`src/rtl/multi_sq_gen.sv`:
```
// Multi-channel programmable square-wave generator.
// Each channel divides clk by its own divisor and emits a square wave plus a one-cycle wrap tick.
module multi_sq_gen #(
  parameter  int NUM_CH      = 4,
  parameter  int DIV_W       = 16,
  parameter  int DEFAULT_DIV = 2,
  localparam int CH_W        = $clog2(NUM_CH)
) (
  input  logic              clk,
  input  logic              rst_n,
  input  logic              i_wr_en,
  input  logic [CH_W-1:0]   i_wr_ch,
  input  logic [DIV_W-1:0]  i_wr_div,
  input  logic [NUM_CH-1:0] i_ch_en,
  input  logic              i_resync,
  output logic [NUM_CH-1:0] o_sq_out,
  output logic [NUM_CH-1:0] o_tick
);

  for (genvar g = 0; g < NUM_CH; g++) begin : g_ch
    logic [DIV_W-1:0] r_div;
    logic [DIV_W-1:0] r_pend;
    logic [DIV_W-1:0] r_cnt;
    logic             r_sq;
    logic             r_tick;
    logic             w_wr;
    logic             w_wrap;
    logic [DIV_W-1:0] w_pend_nxt;
    logic [DIV_W-1:0] w_d;
    logic [DIV_W-1:0] w_hi;
    logic [DIV_W-1:0] w_cnt_nxt;

    // Out-of-range channel numbers simply match no channel, so such writes are dropped.
    assign w_wr       = i_wr_en && (i_wr_ch == CH_W'(g));
    assign w_pend_nxt = w_wr ? i_wr_div : r_pend;
    assign w_d        = (r_div < DIV_W'(2)) ? DIV_W'(2) : r_div;
    // (D+1)>>1 formed without needing an extra bit for D at full scale.
    assign w_hi       = (w_d >> 1) + DIV_W'(w_d[0]);
    assign w_wrap     = (r_cnt == w_d - DIV_W'(1));
    assign w_cnt_nxt  = w_wrap ? '0 : r_cnt + DIV_W'(1);

    always_ff @(posedge clk or negedge rst_n) begin
      if (!rst_n) begin
        r_div  <= DIV_W'(DEFAULT_DIV);
        r_pend <= DIV_W'(DEFAULT_DIV);
        r_cnt  <= '0;
        r_sq   <= 1'b0;
        r_tick <= 1'b0;
      end else begin
        r_pend <= w_pend_nxt;
        if (i_resync || !i_ch_en[g]) begin
          r_cnt  <= '0;
          r_sq   <= 1'b0;
          r_tick <= 1'b0;
          r_div  <= w_pend_nxt;
        end else begin
          r_cnt  <= w_cnt_nxt;
          r_tick <= w_wrap;
          r_sq   <= (w_cnt_nxt < w_hi);
          // Divisor only swaps at a wrap so a period is never cut short.
          if (w_wrap) r_div <= w_pend_nxt;
        end
      end
    end

    assign o_sq_out[g] = r_sq;
    assign o_tick[g]   = r_tick;
  end

endmodule

```
`config.mk`:
```
export PLATFORM = sky130hd
export DESIGN_NAME = multi_sq_gen
export DESIGN_NICKNAME = d
export VERILOG_FILES = /design/src/rtl/multi_sq_gen.sv
export SDC_FILE = /design/constraint.sdc
export NUM_CORES = 1
export LEC_CHECK = 0
export BUFFER_PORTS_ARGS = -buffer_cell sky130_fd_sc_hd__buf_2
export CAP_MARGIN = 25
export CORE_MARGIN = 2
export CORE_UTILIZATION = 35
export DETAILED_ROUTE_END_ITERATION = 8
export PLACE_DENSITY_LB_ADDON = 0.2
export SYNTH_ARGS = -nofsm -noshare
export SYNTH_HDL_FRONTEND = slang
export SYNTH_SLANG_ARGS = --single-unit
export TNS_END_PERCENT = 1
```
`constraint.sdc`:
```
create_clock -name clk -period 9.1 [get_ports clk]
set_input_delay 2.275 -clock clk [delete_from_list [all_inputs] [get_ports clk]]
set_output_delay 2.275 -clock clk [all_outputs]
set_load 0.02 [all_outputs]
```
==> results.json, run 1 <==
{
  "fmax_mhz": 154,
  "syn_area_um2": 13600,
  "yosysSeqAreaShare": 0.367,
  "hold_class": "flip-flop to flip-flop",
  "fp.dieW_um": 201,
  "power.total_w": 0.00264,
  "final-setup-viol-count": 0,
  "drv_cap": 0,
  "slew_violations": 0,
  "rsz0062_at_grt": "false",
  "yosys-top-cells-area": "dfrtp_1 (35%), mux2_2 (8.1%), ha_1 (7.0%)",
  "status": "finished clean",
  "fin_ws_ns": 2.59,
  "period_share": 0.715,
  "slowest_delay_ns": 0.87,
  "startpoint_type": "flip-flop",
  "pre_cts_slack_ns": 2.66,
  "cts_post_setup_buffers_inserted": 0,
  "worstSkewPairLatency_ns": 0.45,
  "drt_iter0_drc": 538,
  "layout-drive-gt1-share": 0.166,
  "synth_cells": 1405,
  "clockBufferDepth": 2,
  "path_buf_inv": 0,
  "first_pass_iters": 5,
  "cts_resized": 0,
  "critPathArrivalTime_ns": 6.87,
  "synth_flop_cell": "dfrtp_1",
  "setup_tns_ns": 0,
  "cts_hold_buf": 0,
  "core_um2": 38600,
  "fin_skew_ns": 0.0127,
  "grt_pass1_vias": 10000,
  "grt_first_pass_wirelength_um": 54600,
  "relSlewSlack": 0.332,
  "post-route-util": 0.380,
  "synth-seq-cells": 200,
  "antenna_found_initial": 1,
  "synthDominantCellAreaShare": 0.352,
  "cp_slowest_cell": "nor4_1",
  "crit_fanout": 29,
  "hold_viol": 0,
  "yosysTopAreaCell": "dfrtp_1",
  "vias": 10100,
  "tritoncts": "built",
  "clk_pin_slew_ns": 0.08,
  "power_density_nw_per_um2": 180,
  "synth_edf_count": 0,
  "h-tree-depth": 4,
  "gp_congestion": 0.845,
  "postSynth.asyncResetShare": 1.00,
  "synth.distinct_cells": 81,
  "die-height_um": 201,
  "area_growth_pct": 7.40,
  "cts_sinks": 200,
  "crit_top_cell": "a21o_1",
  "start_util": 0.354,
  "p_leak_nw": 6.17,
  "cts_buffers": 17,
  "track_usage": 0.168,
  "cts-root-buf": "clkbuf_16",
  "peakVddDrop_mv": 0.134,
  "fin_crit_ns": 6.51,
  "ios": 34,
  "crit_required_ns": 9.46,
  "worst_pin_slew_ns": 0.993,
  "routedWlPerCell_um": 17.4,
  "ant_nets": 0,
  "hpwl_um": 24500,
  "overflow": 0,
  "cp_cell_sequence": "nor4_1 > and4_1 > nand2_1 > nand2_1 > ha_1 > or4b_2 > a2111o_1 > a21oi_1 > o32ai_1 > nor4_1 > and2_1 > nor2_1 > ha_1 > a21o_1 > a21o_1 > a21o_1 > a41oi_1 > or3_1 > nor2_1 > a211oi_1",
  "crit_family": "simple AND/OR/NAND/NOR gates",
  "rows": 72,
  "critPathKind": "flip-flop to flip-flop",
  "port-buffer-count": 33,
  "wirelength_um": 33100,
  "fin_hold_ws_ns": 0.494,
  "nets": 1469,
  "grt_max_degree": 77,
  "drc": 0,
  "yosysWarnings": 0,
  "synth.avg_cell_area_um2": 9.71,
  "crit_path_end_kind": "flip-flop",
  "synth_fp_nets": 1507,
  "routed_via_density": 5.29,
  "fp.dieArea_um2": 40600
}
routing by layer:
| layer | vias up | global-route usage | share of wire |
|---|---|---|---|
| met2 | 145 | 0.272 | 0.47 |
| met4 | 0 | 0.0370 | 0.0088 |
| li1 | 4915 | - | - |
| met5 | - | 0 | 0 |
| met3 | 18 | 0.0298 | 0.033 |
| met1 | 4975 | 0.235 | 0.49 |
registers in the layout (all words and copies together) (netlist names):
register,cells
g_ch.r_cnt,64
g_ch.r_tick,4
g_ch.r_div,64
g_ch.r_sq,4
g_ch.r_pend,64
synth_stat cells (8+ instances only):
library cell and number:
a211oi_1 8, a21o_1 23, a21oi_1 23, and2_1 13, and3_1 31, and4_1 8
buf_2 12, buf_4 11, buf_6 8, clkbuf_1 59, dfrtp_1 192, dfstp_2 8
ha_1 76, inv_1 30, mux2_1 14, mux2_2 98, mux2_4 17, nand2_1 72
nand2b_1 12, nand3_1 64, nand3b_1 9, nand4_1 35, nor2_1 134, nor2b_1 10
nor3_1 79, nor3b_1 12, nor4_1 19, o21ai_0 25, or2_2 12, or3_1 13
xnor2_1 88, xor2_1 79
cells in the final DEF, fill, tap and decap left out, types with 35 or more instances in the layout:
cell type,count
dfrtp_1,192
nor2_1,134
mux2_2,98
xnor2_1,88
nor3_1,79
xor2_1,79
ha_1,76
nand2_1,72
nand3_1,64
nand4_1,35
final cells by class:
cell class | instances | area [um2]
Fill cell | 3929 | 23900
Multi-Input combinational cell | 1077 | 8030
Sequential cell | 200 | 5010
Tap cell | 518 | 648
Clock buffer | 18 | 439
Timing Repair Buffer | 41 | 263
Clock inverter | 14 | 154
Inverter | 30 | 113
Antenna cell | 1 | 2.50
path summary, 6_finish.rpt:
path / from / cells after the start / slack, ns / end
worst min register to register: g_ch[3].r_pend[5] / 1 / 0.49 / g_ch[3].r_pend[5]
min in group asynchronous: rst_n / 1 / 1.80 / g_ch[0].r_cnt[11]
worst max register to register: g_ch[0].r_div[10] / 20 / 2.59 / g_ch[0].r_sq
worst min-delay path: g_ch[3].r_pend[5] / 1 / 0.49 / g_ch[3].r_pend[5]
worst max-delay path: g_ch[0].r_div[10] / 20 / 2.59 / g_ch[0].r_sq
max in group asynchronous: rst_n / 2 / 6.18 / g_ch[3].r_div[8]
worst reg2reg max path: stages, from the launching register on:
cell and delay, ns:
dfrtp_1 0.53, nor4_1 0.87, and4_1 0.40, nand2_1 0.09
nand2_1 0.11, ha_1 0.22, or4b_2 0.74, a2111o_1 0.43
a21oi_1 0.12, o32ai_1 0.13, nor4_1 0.38, and2_1 0.83
nor2_1 0.13, ha_1 0.35, a21o_1 0.16, a21o_1 0.16
a21o_1 0.19, a41oi_1 0.16, or3_1 0.15, nor2_1 0.04
a211oi_1 0.22
cells by family (layout without fill, tap and decap cells):
logic type | Yosys count | count (layout) | synth area share
compound gates | 145 | 145 | 0.0805
other cells | 0 | 1 | 0
buf+inv | 128 | 103 | 0.0450
flops | 200 | 200 | 0.367
simple gates | 554 | 554 | 0.215
xor+xnor | 167 | 167 | 0.107
fa+ha+maj | 76 | 76 | 0.0697
mux | 135 | 135 | 0.116
power breakdown:
| part | total [W] | leakage [nW] | switching (W) | internal, W |
|---|---|---|---|---|
| clock | 0.000781 | 0.293 | 0.000381 | 0.000400 |
| sequential | 0.00119 | 2.50 | 0.000184 | 0.00101 |
| combinational | 0.000668 | 3.38 | 0.000347 | 0.000321 |
per-stage QoR:
step	instances	cell area (um2)
after global routing	1898	14700
final	1899	14700
after detailed placement	1865	14000
after global placement	1864	14000
after CTS	1897	14600
after floorplan	1405	13600
(Power assumes the default switching activity.)
==> inputs of run 2 (changes only) <==
- clock period: 9.1 -> 6.8 ns (I/O delays scaled with it)
==> results.json, run 2 (synthesized netlist as in run 1, its figures left out) <==
{
  "grt_first_pass_wirelength_um": 54600,
  "ant_nets": 0,
  "critPathArrivalTime_ns": 6.57,
  "reg2reg_setup_slack_ns": 0.57,
  "clk_pin_slew_ns": 0.07,
  "fin_crit_ns": 6.23,
  "cts_buffers": 17,
  "rsz0062_at_grt": "false",
  "fillers": 3934,
  "track_usage": 0.168,
  "power_density_nw_per_um2": 242,
  "drt_iter0_drc": 518,
  "p_leak_nw": 6.20,
  "cts_hold_buf": 0,
  "area_growth_pct": 7.77,
  "worst_pin_slew_ns": 0.932,
  "wirelength_um": 32800,
  "hold_class": "flip-flop to flip-flop",
  "crit_required_ns": 7.14,
  "core_um2": 38600,
  "hpwl_um": 24400,
  "relSlewSlack": 0.379,
  "post-route-util": 0.382,
  "fin_area_um2": 14700,
  "fp.dieArea_um2": 40600,
  "clockBufferDepth": 2,
  "period_share": 0.916,
  "nets": 1477,
  "ios": 34,
  "crit_fanout": 18,
  "mostFrequentLayoutCells": "dfrtp_1 (192), nor2_1 (134), mux2_2 (98)",
  "startpoint_type": "flip-flop",
  "reg.largest.list": "g_ch.r_cnt: 64 flops, g_ch.r_div: 64 flops, g_ch.r_pend: 64 flops",
  "setup_tns_ns": 0,
  "diodes": 0,
  "overflow": 0,
  "layout-drive-gt1-share": 0.168,
  "grt_pass1_vias": 10000,
  "worstSkewPairLatency_ns": 0.46,
  "cts-root-buf": "clkbuf_16",
  "status": "finished clean",
  "critPathKind": "flip-flop to flip-flop",
  "hold_viol": 0,
  "rows": 72,
  "h-tree-depth": 4,
  "first_pass_iters": 7,
  "die-height_um": 201,
  "drv_cap": 0,
  "vias": 10000,
  "final_common_cell": "dfrtp_1",
  "routed_via_density": 5.27,
  "final-setup-viol-count": 0,
  "fp.dieW_um": 201,
  "cts_resized": 0,
  "grt_max_degree": 126,
  "crit_path_end_kind": "flip-flop",
  "antenna_found_initial": 1,
  "start_util": 0.354,
  "routedWlPerCell_um": 17.2,
  "fmax_mhz": 161,
  "drc": 0,
  "fin_hold_ws_ns": 0.491,
  "cts_post_setup_buffers_inserted": 0,
  "peakVddDrop_mv": 0.220,
  "gp_congestion": 0.843,
  "cts_sinks": 200,
  "tritoncts": "built",
  "slew_violations": 0,
  "fin_skew_ns": 0.00956,
  "dpl_cell_area_um2": 14100,
  "port-buffer-count": 33
}
[run 2: per-layer routing]
metal | up-vias | part of all wire | GRT usage
met5 | - | 0 | 0
li1 | 4920 | - | -
met1 | 4961 | 0.49 | 0.237
met2 | 122 | 0.47 | 0.270
met3 | 27 | 0.029 | 0.0267
met4 | 0 | 0.014 | 0.0410
[run 2: critical path, cell delays in order, from the launching register on]
cell,delay [ns]
dfrtp_1,0.50
nor3_1,0.60
and3_1,0.35
and2_1,0.20
nand2b_1,0.14
ha_1,0.21
or4b_4,0.51
or4_1,0.50
a2111oi_2,0.43
o221ai_2,0.20
a211oi_4,0.26
and3_1,0.47
buf_4,0.30
nor2_1,0.08
ha_1,0.20
a21o_1,0.15
a21o_1,0.16
a21o_1,0.17
a21o_1,0.17
a21oi_1,0.12
o21ai_0,0.11
nor3_1,0.29
[run 2: worst paths after layout]
kind	start	to	depth (start not counted)
max	g_ch[2].r_div[5]	g_ch[2].r_sq	21
min	g_ch[2].r_pend[13]	g_ch[2].r_pend[13]	1
max reg2reg	g_ch[2].r_div[5]	g_ch[2].r_sq	21
min reg2reg	g_ch[2].r_pend[13]	g_ch[2].r_pend[13]	1
max in group asynchronous	rst_n	g_ch[3].r_cnt[1]	2
min in group asynchronous	rst_n	g_ch[0].r_cnt[13]	1
[run 2: layout make-up]
cell class                      count  area, um2  area share
Multi-Input combinational cell   1077       8030       0.546
Sequential cell                   200       5010       0.341
Tap cell                          518        648      0.0441
Clock buffer                       20        447      0.0304
Timing Repair Buffer               49        315      0.0214
Clock inverter                     10        148      0.0100
Inverter                           30        113     0.00765
[run 2: power breakdown]
part / internal [W] / total [W] / switching [W]
combinational: 0.000434 / 0.000904 / 0.000470
clock: 0.000588 / 0.00107 / 0.000484
sequential: 0.00135 / 0.00159 / 0.000235
total: 0.00237 / 0.00356 / 0.00119
[run 2: per-stage QoR]
| step | setup WS, ns | total power (W) | cells |
|---|---|---|---|
| after floorplan | 1.28 | 0.00228 | 1405 |
| after global placement | 0.790 | 0.00250 | 1873 |
| after CTS | 0.621 | 0.00360 | 1904 |
| after detailed placement | 0.652 | 0.00252 | 1874 |
| final | 0.574 | 0.00356 | 1904 |
| after global routing | 0.0187 | 0.00379 | 1904 |
